`src/rtl/regfile_sp_pkg.sv`:
```
// Shared encodings and default constants for the register file and its stack-pointer unit.
// The stack controller and the memory stage both import these values.
package regfile_sp_pkg;

    localparam logic SP_OP_PUSH = 1'b0;
    localparam logic SP_OP_POP  = 1'b1;

    localparam int DEF_DATA_W = 8;
    localparam int DEF_ADDR_W = 2;

    localparam logic [DEF_DATA_W-1:0] DEF_SP_RESET = 8'hFE;
    localparam logic [DEF_DATA_W-1:0] DEF_SP_LIMIT = 8'h80;

    // Outcome of a stack request in the current cycle.
    typedef enum logic [1:0] {
        SP_EV_NONE,
        SP_EV_MOVE,
        SP_EV_OVF,
        SP_EV_UNF
    } sp_event_e;

endpackage

```
`src/rtl/regfile_sp_if.sv`:
```
// Bus bundle for regfile_sp: decode read ports, writeback write port and the stack path.
interface regfile_sp_if
    import regfile_sp_pkg::*;
#(
    parameter int DATA_W = DEF_DATA_W,
    parameter int ADDR_W = DEF_ADDR_W
) ();

    logic [ADDR_W-1:0] rd_addr_a;
    logic [ADDR_W-1:0] rd_addr_b;
    logic [DATA_W-1:0] rd_data_a;
    logic [DATA_W-1:0] rd_data_b;
    logic              wr_en;
    logic [ADDR_W-1:0] wr_addr;
    logic [DATA_W-1:0] wr_data;
    logic              sp_en;
    logic              sp_op;
    logic [DATA_W-1:0] sp_out;
    logic [DATA_W-1:0] raw_sp;
    logic [DATA_W-1:0] sp_addr;
    logic [DATA_W-1:0] stack_depth;
    logic              sp_ovf;
    logic              sp_unf;
    logic              err_clr;

    modport master (
        output rd_addr_a, rd_addr_b, wr_en, wr_addr, wr_data, sp_en, sp_op, err_clr,
        input  rd_data_a, rd_data_b, sp_out, raw_sp, sp_addr, stack_depth, sp_ovf, sp_unf
    );

    modport slave (
        input  rd_addr_a, rd_addr_b, wr_en, wr_addr, wr_data, sp_en, sp_op, err_clr,
        output rd_data_a, rd_data_b, sp_out, raw_sp, sp_addr, stack_depth, sp_ovf, sp_unf
    );

endinterface

```
`src/rtl/regfile_sp_sp_unit.sv`:
```
// Stack-pointer unit: next-SP computation with bound checks, sticky error flags,
// stack memory address and live stack depth.
module sp_unit
    import regfile_sp_pkg::*;
#(
    parameter int                DATA_W   = DEF_DATA_W,
    parameter logic [DATA_W-1:0] SP_RESET = DATA_W'(DEF_SP_RESET),
    parameter logic [DATA_W-1:0] SP_LIMIT = DATA_W'(DEF_SP_LIMIT)
) (
    input  logic              clk,
    input  logic              rst_n,
    input  logic [DATA_W-1:0] i_raw_sp,
    input  logic              i_sp_en,
    input  logic              i_sp_op,
    input  logic              i_sp_blocked,
    input  logic              i_err_clr,
    output logic [DATA_W-1:0] o_sp_next,
    output logic              o_sp_upd,
    output logic [DATA_W-1:0] o_sp_addr,
    output logic [DATA_W-1:0] o_stack_depth,
    output logic              o_sp_ovf,
    output logic              o_sp_unf
);

    localparam logic [DATA_W-1:0] ONE = DATA_W'(1);

    sp_event_e w_event;
    logic      r_ovf;
    logic      r_unf;

    // Bounds are tested on the registered SP before any arithmetic, so a checked op never wraps.
    always_comb begin
        w_event   = SP_EV_NONE;
        o_sp_next = i_raw_sp;
        if (i_sp_en && !i_sp_blocked) begin
            if (i_sp_op == SP_OP_PUSH) begin
                if (i_raw_sp == SP_LIMIT) begin
                    w_event = SP_EV_OVF;
                end else begin
                    w_event   = SP_EV_MOVE;
                    o_sp_next = i_raw_sp - ONE;
                end
            end else begin
                if (i_raw_sp == SP_RESET) begin
                    w_event = SP_EV_UNF;
                end else begin
                    w_event   = SP_EV_MOVE;
                    o_sp_next = i_raw_sp + ONE;
                end
            end
        end
    end

    assign o_sp_upd = (w_event == SP_EV_MOVE);

    // A fresh error outranks a clear issued in the same cycle.
    always_ff @(posedge clk or negedge rst_n) begin
        if (!rst_n) begin
            r_ovf <= 1'b0;
            r_unf <= 1'b0;
        end else begin
            if (w_event == SP_EV_OVF) begin
                r_ovf <= 1'b1;
            end else if (i_err_clr) begin
                r_ovf <= 1'b0;
            end
            if (w_event == SP_EV_UNF) begin
                r_unf <= 1'b1;
            end else if (i_err_clr) begin
                r_unf <= 1'b0;
            end
        end
    end

    assign o_sp_ovf      = r_ovf;
    assign o_sp_unf      = r_unf;
    assign o_sp_addr     = (i_sp_op == SP_OP_POP) ? (i_raw_sp + ONE) : i_raw_sp;
    assign o_stack_depth = SP_RESET - i_raw_sp;

endmodule

```
`src/rtl/regfile_sp.sv`:
```
// General-purpose register file whose top register doubles as a bounds-checked stack pointer.
// Holds the register array, write port, write-first read muxes and write/stack arbitration.
module regfile_sp
    import regfile_sp_pkg::*;
#(
    parameter int                DATA_W   = DEF_DATA_W,
    parameter int                ADDR_W   = DEF_ADDR_W,
    parameter int                SP_IDX   = (2**ADDR_W) - 1,
    parameter logic [DATA_W-1:0] SP_RESET = DATA_W'(DEF_SP_RESET),
    parameter logic [DATA_W-1:0] SP_LIMIT = DATA_W'(DEF_SP_LIMIT)
) (
    input  logic        clk,
    input  logic        rst_n,
    regfile_sp_if.slave bus
);

    localparam int                NUM_REGS = 2**ADDR_W;
    localparam logic [ADDR_W-1:0] SP_ADDR  = ADDR_W'(SP_IDX);

    logic [DATA_W-1:0] r_regs [NUM_REGS];

    logic [DATA_W-1:0] w_raw_sp;
    logic [DATA_W-1:0] w_sp_next;
    logic [DATA_W-1:0] w_sp_addr;
    logic [DATA_W-1:0] w_stack_depth;
    logic              w_sp_wr;
    logic              w_sp_upd;
    logic              w_sp_ovf;
    logic              w_sp_unf;

    assign w_raw_sp = r_regs[SP_ADDR];
    // An explicit write to SP in the same cycle suppresses the stack op entirely.
    assign w_sp_wr  = bus.wr_en && (bus.wr_addr == SP_ADDR);

    sp_unit #(
        .DATA_W   (DATA_W),
        .SP_RESET (SP_RESET),
        .SP_LIMIT (SP_LIMIT)
    ) u_sp_unit (
        .clk           (clk),
        .rst_n         (rst_n),
        .i_raw_sp      (w_raw_sp),
        .i_sp_en       (bus.sp_en),
        .i_sp_op       (bus.sp_op),
        .i_sp_blocked  (w_sp_wr),
        .i_err_clr     (bus.err_clr),
        .o_sp_next     (w_sp_next),
        .o_sp_upd      (w_sp_upd),
        .o_sp_addr     (w_sp_addr),
        .o_stack_depth (w_stack_depth),
        .o_sp_ovf      (w_sp_ovf),
        .o_sp_unf      (w_sp_unf)
    );

    always_ff @(posedge clk or negedge rst_n) begin
        if (!rst_n) begin
            for (int i = 0; i < NUM_REGS; i++) begin
                r_regs[i] <= (i == SP_IDX) ? SP_RESET : '0;
            end
        end else begin
            if (bus.wr_en) begin
                r_regs[bus.wr_addr] <= bus.wr_data;
            end
            if (w_sp_upd) begin
                r_regs[SP_ADDR] <= w_sp_next;
            end
        end
    end

    always_comb begin
        bus.rd_data_a = r_regs[bus.rd_addr_a];
        bus.rd_data_b = r_regs[bus.rd_addr_b];
        if (bus.wr_en && (bus.rd_addr_a == bus.wr_addr)) begin
            bus.rd_data_a = bus.wr_data;
        end
        if (bus.wr_en && (bus.rd_addr_b == bus.wr_addr)) begin
            bus.rd_data_b = bus.wr_data;
        end
    end

    assign bus.sp_out      = w_sp_wr ? bus.wr_data : w_sp_next;
    assign bus.raw_sp      = w_raw_sp;
    assign bus.sp_addr     = w_sp_addr;
    assign bus.stack_depth = w_stack_depth;
    assign bus.sp_ovf      = w_sp_ovf;
    assign bus.sp_unf      = w_sp_unf;

endmodule

```
`src/flat_wrapper.sv`:
```
// flat-port wrapper written by rule: the top's interface ports become plain ports
module regfile_sp_flat import regfile_sp_pkg::*;
#(
    parameter int                DATA_W   = DEF_DATA_W,
    parameter int                ADDR_W   = DEF_ADDR_W,
    parameter int                SP_IDX   = (2**ADDR_W) - 1,
    parameter logic [DATA_W-1:0] SP_RESET = DATA_W'(DEF_SP_RESET),
    parameter logic [DATA_W-1:0] SP_LIMIT = DATA_W'(DEF_SP_LIMIT)
)
  (clk, rst_n, bus_rd_addr_a, bus_rd_addr_b, bus_wr_en, bus_wr_addr, bus_wr_data, bus_sp_en, bus_sp_op, bus_err_clr, bus_rd_data_a, bus_rd_data_b, bus_sp_out, bus_raw_sp, bus_sp_addr, bus_stack_depth, bus_sp_ovf, bus_sp_unf);
  regfile_sp_if #(.DATA_W(DATA_W), .ADDR_W(ADDR_W)) bus_i ();
  input  logic clk;
  input  logic rst_n;
  input wire logic [$bits(bus_i.rd_addr_a)-1:0] bus_rd_addr_a;
  input wire logic [$bits(bus_i.rd_addr_b)-1:0] bus_rd_addr_b;
  input wire logic [$bits(bus_i.wr_en)-1:0] bus_wr_en;
  input wire logic [$bits(bus_i.wr_addr)-1:0] bus_wr_addr;
  input wire logic [$bits(bus_i.wr_data)-1:0] bus_wr_data;
  input wire logic [$bits(bus_i.sp_en)-1:0] bus_sp_en;
  input wire logic [$bits(bus_i.sp_op)-1:0] bus_sp_op;
  input wire logic [$bits(bus_i.err_clr)-1:0] bus_err_clr;
  output wire logic [$bits(bus_i.rd_data_a)-1:0] bus_rd_data_a;
  output wire logic [$bits(bus_i.rd_data_b)-1:0] bus_rd_data_b;
  output wire logic [$bits(bus_i.sp_out)-1:0] bus_sp_out;
  output wire logic [$bits(bus_i.raw_sp)-1:0] bus_raw_sp;
  output wire logic [$bits(bus_i.sp_addr)-1:0] bus_sp_addr;
  output wire logic [$bits(bus_i.stack_depth)-1:0] bus_stack_depth;
  output wire logic [$bits(bus_i.sp_ovf)-1:0] bus_sp_ovf;
  output wire logic [$bits(bus_i.sp_unf)-1:0] bus_sp_unf;
  assign bus_i.rd_addr_a = bus_rd_addr_a;
  assign bus_i.rd_addr_b = bus_rd_addr_b;
  assign bus_i.wr_en = bus_wr_en;
  assign bus_i.wr_addr = bus_wr_addr;
  assign bus_i.wr_data = bus_wr_data;
  assign bus_i.sp_en = bus_sp_en;
  assign bus_i.sp_op = bus_sp_op;
  assign bus_i.err_clr = bus_err_clr;
  assign bus_rd_data_a = bus_i.rd_data_a;
  assign bus_rd_data_b = bus_i.rd_data_b;
  assign bus_sp_out = bus_i.sp_out;
  assign bus_raw_sp = bus_i.raw_sp;
  assign bus_sp_addr = bus_i.sp_addr;
  assign bus_stack_depth = bus_i.stack_depth;
  assign bus_sp_ovf = bus_i.sp_ovf;
  assign bus_sp_unf = bus_i.sp_unf;
  regfile_sp #(.DATA_W(DATA_W), .ADDR_W(ADDR_W), .SP_IDX(SP_IDX), .SP_RESET(SP_RESET), .SP_LIMIT(SP_LIMIT)) u_core (.clk(clk), .rst_n(rst_n), .bus(bus_i));
endmodule
```
`config.mk`:
```
export PLATFORM = sky130hd
export DESIGN_NAME = regfile_sp_flat
export DESIGN_NICKNAME = d
export VERILOG_FILES = /design/src/rtl/regfile_sp_pkg.sv /design/src/rtl/regfile_sp_if.sv /design/src/rtl/regfile_sp_sp_unit.sv /design/src/rtl/regfile_sp.sv /design/src/flat_wrapper.sv
export SDC_FILE = /design/constraint.sdc
export NUM_CORES = 1
export LEC_CHECK = 0
export BUFFER_PORTS_ARGS = -buffer_cell sky130_fd_sc_hd__buf_2
export CORE_ASPECT_RATIO = 0.7
export CORE_MARGIN = 2
export CORE_UTILIZATION = 50
export CTS_BUF_LIST = sky130_fd_sc_hd__clkbuf_4 sky130_fd_sc_hd__clkbuf_8
export CTS_CLUSTER_DIAMETER = 100
export DETAILED_ROUTE_END_ITERATION = 8
export GPL_ROUTABILITY_DRIVEN = 0
export PLACE_DENSITY_LB_ADDON = 0.25
export SLEW_MARGIN = 40
export SYNTH_ARGS = -nofsm -noshare
export SYNTH_HDL_FRONTEND = slang
export SYNTH_SLANG_ARGS = --single-unit
```
`constraint.sdc`:
```
create_clock -name clk -period 3.55 [get_ports clk]
set_input_delay 0.1775 -clock clk [delete_from_list [all_inputs] [get_ports clk]]
set_output_delay 0.1775 -clock clk [all_outputs]
set_load 0.005 [all_outputs]
```
# Yosys cells after proc, flatten, opt, wreduce, memory -nomap -nowiden

Index checks and enable logic that the tools add are counted.

Register bits: 34
Word-level logic and storage cells: 59

Add/sub/neg operators: 3
$lt $le $gt $ge: 4
Equal/unequal tests: 8
Multiplexer cells: 26
Bitwise gates (word level): 3
Reduce and logical (&&, ||, !) cells: 9

Operator list:

| cell                                                                          | count |
|---|---|
| 8-bit two-way mux                                                             | 15 |
| 8-bit binary-select mux with 2-bit select                                     | 2 |
| 32-bit bitwise mux                                                            | 1 |
| 8-bit demux with 2-bit select                                                 | 1 |
| 8-bit equality test (second input constant)                                   | 2 |
| 3-bit greater-or-equal comparator (second input constant)                     | 3 |
| 2-bit NOT with 3-bit output                                                   | 3 |
| 8-bit by 1-bit adder with 8-bit output (second input constant)                | 1 |
| 2-bit two-way mux                                                             | 4 |
| 8-bit by 1-bit subtractor with 8-bit output (second input constant)           | 1 |
| 8-bit subtractor (first input constant)                                       | 1 |
| 2-bit equality test (second input constant)                                   | 3 |
| 2-bit nonzero test                                                            | 3 |
| 1-bit logical AND                                                             | 5 |
| 2-bit equality test                                                           | 2 |
| 3-bit by 1-bit less-than comparator with 1-bit output (second input constant) | 1 |
| 1-bit two-way mux                                                             | 3 |
| 2-bit by 1-bit equality test with 1-bit output (second input constant)        | 1 |
| 1-bit logical NOT                                                             | 1 |

# Longest topological paths before layout

Depth in word-level cells: 8
Depth in mapped cells: 8
Gate-level depth less buffers: 7

# Cells and area by module

From an unflattened synthesis, not the netlist that was laid out.

Cell total of the unflattened synthesis: 266
Area total of the unflattened synthesis: 3,030.4 um^2

Modules (own cells, without submodules):

| module     | times used | cells an instance | area an instance (um^2) | seq. area each (um^2) |
|---|---|---|---|---|
| regfile_sp | 1          | 148               | 2,189.6                 | 809.5 |
| sp_unit    | 1          | 118               | 840.8                   | 50.0 |

# Worst setup path after synthesis

Ideal clock, no wire load.

Path kind: register -> output
From: register u_core.r_regs (netlist bit u_core.bus.raw_sp[0])
To: output bus_sp_out[2]
Arrival: 1,835 ps
Required time: 3,372 ps
Setup slack: 1,537 ps
Cell stages (with the launch flop): 8
Path buffers: 1
Path through: dfrtp_1 > clkbuf_1 > inv_1 > ha_1 > and3b_1 > a21oi_1 > a221oi_1 > nor3_1

Word-level cells in the longest chain between the ends: 5

RTL lines:

| element                                                             | RTL line                                           | source |
|---|---|---|
| from (decl)                                                         | regfile_sp.sv:20                                   | `logic [DATA_W-1:0] r_regs [NUM_REGS];` |
| from (signal, indexed assignment)                                   | regfile_sp.sv:58                                   | `r_regs[i] <= (i == SP_IDX) ? SP_RESET : '0;` |
| from (signal, indexed assignment)                                   | regfile_sp.sv:62                                   | `r_regs[bus.wr_addr] <= bus.wr_data;` |
| from (signal, indexed assignment)                                   | regfile_sp.sv:65                                   | `r_regs[SP_ADDR] <= w_sp_next;` |
| 8-bit by 1-bit subtractor with 8-bit output (tied with other cells) | regfile_sp_sp_unit.sv:41                           | `o_sp_next = i_raw_sp - ONE;` |
| 8-bit two-way mux (on tied branches)                                | regfile_sp_sp_unit.sv:37, regfile_sp_sp_unit.sv:44 |  |
| 8-bit two-way mux (*)                                               | regfile_sp_sp_unit.sv:36                           | `if (i_sp_op == SP_OP_PUSH) begin` |
| 8-bit two-way mux (*)                                               | regfile_sp_sp_unit.sv:35                           | `if (i_sp_en && !i_sp_blocked) begin` |
| 8-bit two-way mux (*)                                               | regfile_sp.sv:81                                   | `assign bus.sp_out = w_sp_wr ? bus.wr_data : w_sp_next;` |
| to (decl)                                                           | flat_wrapper.sv:24                                 | `output wire logic [$bits(bus_i.sp_out)-1:0] bus_sp_out;` |

Mark *: on every way between the ends. The rest lies on a longest branch, timed or not.

# Final worst setup path

From: register u_core.r_regs (netlist bit u_core.bus.raw_sp[0])
To: output bus_sp_out[1]

Same word-level chain as after synthesis.

==> out/metrics.yaml <==
floorplan:
  start_util_pct: 51.5
  core_um2: 5230
  die_x_um: 91.7
  die_h_um: 65.4
  fp-row-count: 22
  die_area_um2: 6000
  ios: 70
yosys:
  avgSynthCellArea_um2: 10.9
  ys_seq_elements: 34
  synthFlopType: "dfrtp_1"
  synth.distinct_cells: 43
  syn_inst: 247
  async_reset_ff_share_pct: 100
  ys.warnings.count: 0
  ys_seq_area_share_pct: 31.9
  syn_nets: 272
  synth_area_um2: 2690
  synth_edf_count: 0
cts:
  holdBufCountCts: 1
  ctsResizeCount: 0
  clock_latency_ps: 300
  htreeDepth: 2
  clockRootBuffer: "clkbuf_8"
  cts_tree: "yes"
  cts_buffers: 5
  cts_sinks: 34
  clock_path_buffers: 2
  cts_setup_buffers: 0
  path_clk_slew_ps: 70
power:
  p_clk_share_pct: 19.2
  p_sw_share_pct: 38.1
  vdd_drop_max_mv: 0.439
  p_sw_uw: 739
  p_comb_share_pct: 45.6
  leakage_nw: 1.30
  power_frac_seq_pct: 35.1
  p_int_mw: 1.20
  p_per_area_nw_per_um2: 630
drt:
  drt-vias-per-instance: 5.91
  postRouteAntennaNets: 0
  drt-total-wl_um: 6690
  avgRoutedWirePerCell_um: 18.2
  vias: 2174
  firstDrtPassIters: 5
  drt_iter0_drc: 151
  drc: 0
timing:
  period_share_pct: 75.4
  timing.slew.headroom_pct: 53.2
  slew_violations: 0
  skew_ps: 6.50
  fmax_mhz: 374
  setup_viol: 0
  rsz0062_at_grt: "false"
  period_needed_ps: 2680
  hold_viol: 0
  worst_slew_pin_slew_ps: 699
  tns_ps: 0
setup_path:
  crit_path_top_delay_cell: "dfrtp_1"
  path_cells: "inv_1 -> ha_1 -> and3b_1 -> a21oi_1 -> o221ai_1 -> o21ai_0 -> a31oi_1 -> buf_2"
  end_kind: "output pin"
  start_kind: "register"
  slowest_delay_ps: 590
  cp.arrival_ps: 2500
  crit_family: "compound AO/OA/AOI/OAI gates"
  worstPathRequired_ps: 3370
  crit_path_max_fanout: 13
  path_class: "reg2out"
  path_buf_inv: 2
placed_design:
  portBuffers: 69
  dp_hpwl_um: 4870
cells_and_area:
  syn_to_final_growth_pct: 14.3
  layout_commonest_cell: "buf_2"
  multi_input_area_um2: 1640
  final_nets: 320
  diodes: 0
  post-route-util_pct: 58.9
  fillers: 473
  seq_area_um2: 860
  layout-drive-gt1-share_pct: 49.0
  layout_common_cells: "68 x buf_2, 40 x mux2_2, 27 x dfrtp_1"
worst_hold_path:
  min-delay-path-class: "in2reg"
run:
  drv_cap: 0
global_route:
  grt_max_degree: 35
  grt_pass1_wl_um: 10700
  overflow: 0
  first_global_vias: 2004
  grtUsageTotal_pct: 23.4
  antenna_found_initial: 0
status:
  status: "completed"
## sequential cells by signal (all words and copies together) (netlist names)
name                       count
u_core.r_regs                 24
u_core.u_sp_unit.o_sp_unf      1
u_core.bus.raw_sp              8
u_core.u_sp_unit.o_sp_ovf      1
## layout make-up
| type | count | share of cell area (%) |
|---|---|---|
| clock buffer | 7 | 2.72 |
| clock inverter | 1 | 0.975 |
| inverter | 6 | 0.731 |
| multi-input combinational | 178 | 53.1 |
| sequential | 34 | 27.9 |
| tap | 72 | 2.93 |
| timing repair buffer | 70 | 11.6 |
## power by group through the flow
stage	clock (mW)	sequential (mW)	combinational, mW
after global placement	0	0.673	0.880
after CTS	0.374	0.679	0.887
after global routing	0.396	0.703	0.969
after detailed placement	0	0.686	0.879
final	0.373	0.682	0.885
after floorplan	0	0.562	0.726
## worst reg2reg max path: cells and delay by family (launching register included)
kind | cells | cell delay (ps)
buffers and inverters | 1 | 210
adder cells (fa/ha/maj) | 1 | 240
AO/OA/AOI/OAI | 4 | 790
AND/OR/NAND/NOR | 1 | 210
flip-flops | 1 | 590
## cells in the mapped netlist, types with 4 or more instances
| master | number | share of area (%) |
|---|---|---|
| mux4_2 | 16 | 13 |
| clkbuf_1 | 7 | 0.98 |
| ha_1 | 5 | 2.3 |
| o21ai_0 | 11 | 2.0 |
| inv_1 | 6 | 0.84 |
| nor2_1 | 6 | 0.84 |
| a31oi_1 | 5 | 1.2 |
| xor2_1 | 8 | 2.6 |
| nand2_1 | 9 | 1.3 |
| a21oi_1 | 5 | 0.93 |
| or3_1 | 4 | 0.93 |
| dfrtp_1 | 27 | 25 |
| mux2_2 | 40 | 17 |
| dfstp_2 | 7 | 6.8 |
| buf_2 | 8 | 1.5 |
| nor3_1 | 10 | 1.9 |
| nand3_1 | 14 | 2.6 |
| xnor2_1 | 15 | 4.9 |
| buf_4 | 11 | 3.1 |
## layer usage
layer | GRT usage, % | vias to the layer above | routed length, um
met5 | 0 | - | 0
met4 | 7.09 | 0 | 70
met3 | 4.59 | 7 | 579
met2 | 32.3 | 105 | 2880
met1 | 36.9 | 1060 | 3150
li1 | - | 1002 | -
## final timing paths
kind	to	cells after the start	startpoint	slack, ps
min in group asynchronous	u_core.r_regs[29]	2	rst_n	360
max reg2reg	u_core.bus.raw_sp[1]	7	u_core.bus.raw_sp[0]	1420
max	bus_sp_out[1]	8	u_core.bus.raw_sp[0]	870
min	u_core.u_sp_unit.o_sp_ovf	2	bus_err_clr	90
min reg2reg	u_core.u_sp_unit.o_sp_ovf	2	u_core.u_sp_unit.o_sp_ovf	530
max in group asynchronous	u_core.bus.raw_sp[1]	2	rst_n	2840
## kinds of logic after synthesis
family                     synth area share, %
and+or+nand+nor                           14.0
DFF                                       31.9
muxes                                     30.1
xor gates and xnor gates                  7.48
adders and majority gates                 2.32
buffers and inverters                     7.39
AOI/OAI and AO/OA                         6.83
## through the flow
step / total power, mW / instance area [um2] / worst slack, ps / hold WS (ps) / std cells
6_report: 1.94 / 3080 / 875 / 88.3 / 368
5_1_grt: 2.07 / 3080 / 722 / 116 / 368
4_1_cts: 1.94 / 3080 / 913 / 88.9 / 368
3_5_place_dp: 1.56 / 2950 / 1250 / 298 / 359
3_3_place_gp: 1.55 / 2950 / 1320 / 288 / 359
2_1_floorplan: 1.29 / 2690 / 1540 / -118 / 247
Note: power is estimated with default switching activity, not from simulation.
